--- config.mk ---
export PLATFORM = sky130hd
export DESIGN_NAME = onehot2bin_encoder
export DESIGN_NICKNAME = d
export VERILOG_FILES = /design/src/rtl/onehot_pkg.sv /design/src/rtl/onehot_check.sv /design/src/rtl/onehot2bin_encoder.sv
export SDC_FILE = /design/constraint.sdc
export NUM_CORES = 1
export LEC_CHECK = 0
export ABC_AREA = 1
export BUFFER_PORTS_ARGS = -buffer_cell sky130_fd_sc_hd__buf_2
export CORE_MARGIN = 4
export CORE_UTILIZATION = 52
export CTS_CLUSTER_DIAMETER = 120
export CTS_CLUSTER_SIZE = 25
export DETAILED_ROUTE_END_ITERATION = 8
export PLACE_DENSITY_LB_ADDON = 0.08
export SYNTH_ARGS = -nofsm -noshare
export SYNTH_HDL_FRONTEND = slang
export SYNTH_SLANG_ARGS = --single-unit
--- constraint.sdc ---
create_clock -name clk -period 2.8 [get_ports clk]
set_clock_uncertainty 0.05 [all_clocks]
set_input_delay 0.14 -clock clk [delete_from_list [all_inputs] [get_ports clk]]
set_output_delay 0.14 -clock clk [all_outputs]
set_load 0.05 [all_outputs]
--- src/rtl/onehot_pkg.sv ---
// ---------------------------------------------------------------------------
// onehot_pkg
//
// Shared definitions for the one-hot to binary encoder:
//   ONEHOT_N     default width of the one-hot vector
//   bin_w(n)     width of the binary index needed for an n-bit one-hot bus
//   oh_status_t  classification of a one-hot candidate vector
//                  OH_OK    exactly one bit set
//                  OH_ZERO  no bit set
//                  OH_MULTI two or more bits set
// ---------------------------------------------------------------------------
package onehot_pkg;

    localparam int ONEHOT_N = 8;

    // Width of the encoded index. A 1-bit floor keeps degenerate widths legal.
    function automatic int bin_w(input int n);
        return (n < 2) ? 1 : $clog2(n);
    endfunction

    typedef enum logic [1:0] {
        OH_OK    = 2'd0,
        OH_ZERO  = 2'd1,
        OH_MULTI = 2'd2
    } oh_status_t;

endpackage

--- src/rtl/onehot_check.sv ---
// ---------------------------------------------------------------------------
// onehot_check
//
// Purely combinational classifier and encoder for a one-hot vector.
//
// Build option:
//   ONEHOT_PRIORITY_FALLBACK_EN  when defined, a multi-hot input encodes to
//                                the index of its lowest set bit; otherwise
//                                any malformed input encodes to 0.
//
// Parameters:
//   N       width of the one-hot input (>= 2)
//   W       width of the binary index (bin_w(N))
//
// Ports:
//   one_hot  input  [N-1:0]   candidate vector
//   idx      output [W-1:0]   encoded index
//   status   output           OH_OK / OH_ZERO / OH_MULTI
// ---------------------------------------------------------------------------
module onehot_check
    import onehot_pkg::*;
#(
    parameter int N = ONEHOT_N,
    parameter int W = bin_w(N)
) (
    input  logic [N-1:0] one_hot,
    output logic [W-1:0] idx,
    output oh_status_t   status
);

    logic         is_zero;
    logic         is_multi;
    logic [N-1:0] low_cleared;
    logic [W-1:0] or_idx;
    logic [W-1:0] low_idx;

    // Clearing the lowest set bit leaves something behind only when more
    // than one bit was set.
    assign low_cleared = one_hot & (one_hot - {{(N-1){1'b0}}, 1'b1});
    assign is_zero     = (one_hot == '0);
    assign is_multi    = (low_cleared != '0);

    // OR-reduction encoder: exact for a legal one-hot input and cheap.
    always_comb begin
        or_idx = '0;
        for (int k = 0; k < N; k++) begin
            if (one_hot[k]) begin
                or_idx = or_idx | W'(k);
            end
        end
    end

    // Lowest-set-bit priority encoder: scanning from the top down lets the
    // lowest index overwrite any higher one.
    always_comb begin
        low_idx = '0;
        for (int k = N - 1; k >= 0; k--) begin
            if (one_hot[k]) begin
                low_idx = W'(k);
            end
        end
    end

    always_comb begin
        status = OH_OK;
        if (is_zero) begin
            status = OH_ZERO;
        end else if (is_multi) begin
            status = OH_MULTI;
        end
    end

`ifdef ONEHOT_PRIORITY_FALLBACK_EN
    // Zero-hot encodes to 0 via low_idx's default; multi-hot keeps the
    // lowest set bit, which equals or_idx for a legal input.
    assign idx = low_idx;
`else
    assign idx = (status == OH_OK) ? or_idx : '0;
`endif

endmodule

--- src/rtl/onehot2bin_encoder.sv ---
// ---------------------------------------------------------------------------
// onehot2bin_encoder
//
// Converts a one-hot vector to its binary index behind a valid/ready
// handshake with a single registered output stage (1-cycle latency, one
// transfer per cycle when out_ready stays high). Inputs that are not exactly
// one-hot raise out_err and bump a saturating error counter.
//
// Build option:
//   ONEHOT_PRIORITY_FALLBACK_EN  multi-hot inputs encode to the lowest set
//                                bit instead of 0 (handled in onehot_check).
//
// Parameters:
//   N          width of the one-hot input (>= 2)
//   ERR_CNT_W  width of the error counter
//   W          derived index width, bin_w(N)
//
// Ports:
//   clk          input               rising-edge clock
//   rst_n        input               asynchronous active-low reset
//   in_valid     input               one_hot is valid
//   in_ready     output              block can accept this cycle
//   one_hot      input  [N-1:0]      vector to encode
//   out_valid    output              bin / out_err are valid
//   out_ready    input               downstream takes the output
//   bin          output [W-1:0]      encoded index
//   out_err      output              accepted input was not exactly one-hot
//   err_cnt      output [ERR_CNT_W-1:0] saturating malformed-input count
//   err_cnt_clr  input               synchronous clear of err_cnt
// ---------------------------------------------------------------------------
module onehot2bin_encoder
    import onehot_pkg::*;
#(
    parameter int N         = ONEHOT_N,
    parameter int ERR_CNT_W = 8
) (
    input  logic                 clk,
    input  logic                 rst_n,
    input  logic                 in_valid,
    output logic                 in_ready,
    input  logic [N-1:0]         one_hot,
    output logic                 out_valid,
    input  logic                 out_ready,
    output logic [bin_w(N)-1:0]  bin,
    output logic                 out_err,
    output logic [ERR_CNT_W-1:0] err_cnt,
    input  logic                 err_cnt_clr
);

    localparam int W = bin_w(N);

    logic [W-1:0]         idx;
    oh_status_t           status;
    logic                 accept;
    logic                 malformed;

    logic                 vld_p0;
    logic [W-1:0]         bin_p0;
    logic                 err_p0;
    logic [ERR_CNT_W-1:0] cnt_p0;

    // Increment that sticks at the all-ones maximum instead of wrapping.
    function automatic logic [ERR_CNT_W-1:0] sat_inc(input logic [ERR_CNT_W-1:0] v);
        return (&v) ? v : v + ERR_CNT_W'(1);
    endfunction

    onehot_check #(
        .N (N),
        .W (W)
    ) u_check (
        .one_hot (one_hot),
        .idx     (idx),
        .status  (status)
    );

    assign malformed = (status != OH_OK);
    assign in_ready  = !vld_p0 || out_ready;
    assign accept    = in_valid && in_ready;

    // ---- stage p0: output register ----
    // Data only loads on accept, so when the stage drains with no new input
    // bin/out_err keep their last values.
    always_ff @(posedge clk or negedge rst_n) begin
        if (!rst_n) begin
            vld_p0 <= 1'b0;
            bin_p0 <= '0;
            err_p0 <= 1'b0;
        end else begin
            if (in_ready) begin
                vld_p0 <= in_valid;
            end
            if (accept) begin
                bin_p0 <= idx;
                err_p0 <= malformed;
            end
        end
    end

    // Counts at accept time, i.e. in step with the result entering p0.
    // Clear takes priority over a same-cycle increment.
    always_ff @(posedge clk or negedge rst_n) begin
        if (!rst_n) begin
            cnt_p0 <= '0;
        end else if (err_cnt_clr) begin
            cnt_p0 <= '0;
        end else if (accept && malformed) begin
            cnt_p0 <= sat_inc(cnt_p0);
        end
    end

    assign out_valid = vld_p0;
    assign bin       = bin_p0;
    assign out_err   = err_p0;
    assign err_cnt   = cnt_p0;

endmodule

==> results_dict.tcl <==
set metrics [dict create \
    ff_latch_area_um2 325 \
    ant_nets 0 \
    port_buffers 26 \
    num_rows 13 \
    worst_pin_slew_ns 0.358 \
    hold_viol 0 \
    mostFrequentLayoutCells "39 x nand2_1, 26 x buf_2, 13 x dfrtp_1" \
    cp_top_family "simple AND/OR/NAND/NOR gates" \
    synth_area_um2 805 \
    grt_pass1_vias 664 \
    drc_errors 0 \
    dieHeight_um 47.3 \
    die_x_um 47.3 \
    ioPinCount 27 \
    synth_cell_types 24 \
    finalSetupViolations 0 \
    synth_ff_type "dfrtp_1" \
    utilization 0.712 \
    wl_per_cell_um 11.3 \
    grt_max_degree 14 \
    vias_per_cell 5.13 \
    totalNegativeSetupSlack_ns 0 \
    p_leak_nw 0.529 \
    grt_antenna_before_repair 0 \
    p_per_area_nw_per_um2 452 \
    cts_setup_buffers 0 \
    place_inst 146 \
    nets 151 \
    max_freq_mhz 641 \
    dr.pass1.iters 4 \
    cts_tree "yes" \
    synth_edf_count 0 \
    cpMaxStageDelayCell "dfrtp_1" \
    critPathMaxStageDelay_ns 0.43 \
    gr-usage-met2 0.273 \
    start_util 0.582 \
    drv_slew 0 \
    slew_headroom 0.759 \
    drv_cap 0 \
    drtIter0Drc 27 \
    cts_num_sinks 13 \
    cts_max_path_buffers 2 \
    worstPathRequired_ns 2.91 \
    worstPathCellList "ha_1, nand2_1, nor2_2, nand3_2, nand3_4, nand2_4, nand2_1, nand2_1" \
    cp_max_fo 9 \
    layout-drive-gt1-share 0.309 \
    post_cts_resized 0 \
    grt_pass1_wl_um 2770 \
    use_met3 0.0383 \
    fill_cells 120 \
    synthArstFlopShare 1.00 \
    dp_worst_setup_slack_ns 1.29 \
    peakVddDrop_v 0.000323 \
    clockRootBuffer "clkbuf_4" \
    crit_path_frequent_cell "nand2_1" \
    yosys_warnings 0 \
    synth_cells 106 \
    layout_setup_ws_ns 1.24 \
    die-area_um2 2240 \
    total_power_mw 0.445 \
    use_met1 0.239 \
    numCtsBuffers 3 \
    fin_area_um2 985 \
    cts_hold_buffers 1 \
    top_usage_layer "met2" \
    hold_slack_ns 0.0929 \
    multi_input_area_um2 448 \
    post-route-period-util 0.557 \
    syn_avg_cell_area_um2 7.59 \
    placed_area_um2 948 \
    status "complete, no violations" \
    hpwl_um 1300 \
    rrSetupSlack_ns 1.24 \
    hp-class "in -> reg" \
    routabilityCongestion 0.864 \
    period_minus_slack_ns 1.56 \
    worstPathBufferInverterCount 0 \
    synth_fp_nets 120 \
    route.vias.total 775 \
    crit_arrival_ns 1.67 \
    wl_um 1710 \
    stdcell_count 151 \
    worstSetupPathType "reg -> reg" \
    layout_commonest_cell "nand2_1" \
    ys_seq_area_frac 0.404 \
    core_area_um2 1380 \
    worstSkewPairLatency_ns 0.27 \
    area_growth_pct 22.4 \
    htree_levels 1 \
    grt_use_total 0.174 \
    n_antenna_cell 0 \
    synth-seq-cells 13 \
    cts.clk_slew.worst_paths_ns 0.08 \
    grt-ovfl-total 0 \
    crit_path_end_kind "register" \
    cp-start-kind "register" \
    rsz0062_at_grt "false" \
]
[state kept, by name, summed over array words and instances, names as in the netlist]
| signal | count |
|---|---|
| bin | 3 |
| err_cnt | 8 |
| out_valid | 1 |
| out_err | 1 |
[Yosys cell counts, types with 2 or more instances]
cell / instances / share of area
dfrtp_1: 13 / 0.40
inv_1: 5 / 0.023
nand2_1: 39 / 0.18
nand3_1: 12 / 0.075
nand3_2: 2 / 0.025
nor2_1: 10 / 0.047
nor2_2: 4 / 0.031
o21ai_0: 2 / 0.012
xor2_1: 4 / 0.044
[final timing paths]
check                      cells after the start    endpoint        from
setup / recovery                               8  err_cnt[6]  err_cnt[0]
hold / removal                                 4   out_valid   out_ready
setup reg to reg                               8  err_cnt[6]  err_cnt[0]
hold reg to reg                                2     out_err     out_err
max in group asynchronous                      2     out_err       rst_n
min in group asynchronous                      2  err_cnt[4]       rst_n
[power breakdown]
group	switching, mW	internal [mW]
registers	0.0108	0.198
clock network	0.0597	0.0551
logic	0.0886	0.0324
total	0.159	0.285
[metal layers]
layer / vias to the layer above / part of all wire
met5: - / 0
met1: 338 / 0.48
li1: 402 / -
met3: 6 / 0.076
met4: 0 / 0.012
met2: 29 / 0.43
[worst register-to-register path, stage by stage, from the launching register on]
cell	delay [ns]
dfrtp_1	0.43
ha_1	0.22
nand2_1	0.08
nor2_2	0.18
nand3_2	0.10
nand3_4	0.16
nand2_4	0.11
nand2_1	0.08
nand2_1	0.05
[cell type report]
| type | count | share of cell area |
|---|---|---|
| repair buffers | 27 | 0.142 |
| flip-flops and latches | 13 | 0.330 |
| multi-input cells | 85 | 0.455 |
| inverters | 7 | 0.0267 |
| well taps | 15 | 0.0191 |
| clock buffers | 4 | 0.0267 |
[kinds of logic (layout without fill, tap and decap cells)]
group,count (synthesis),count (layout),share of synthesized area
DFF,13,13,0.404
and+or+nand+nor,75,75,0.454
xor gates and xnor gates,5,5,0.0544
buffers and inverters,8,38,0.0389
adders and majority gates,1,1,0.0155
AOI/OAI and AO/OA,4,4,0.0327
(Power assumes the default switching activity.)
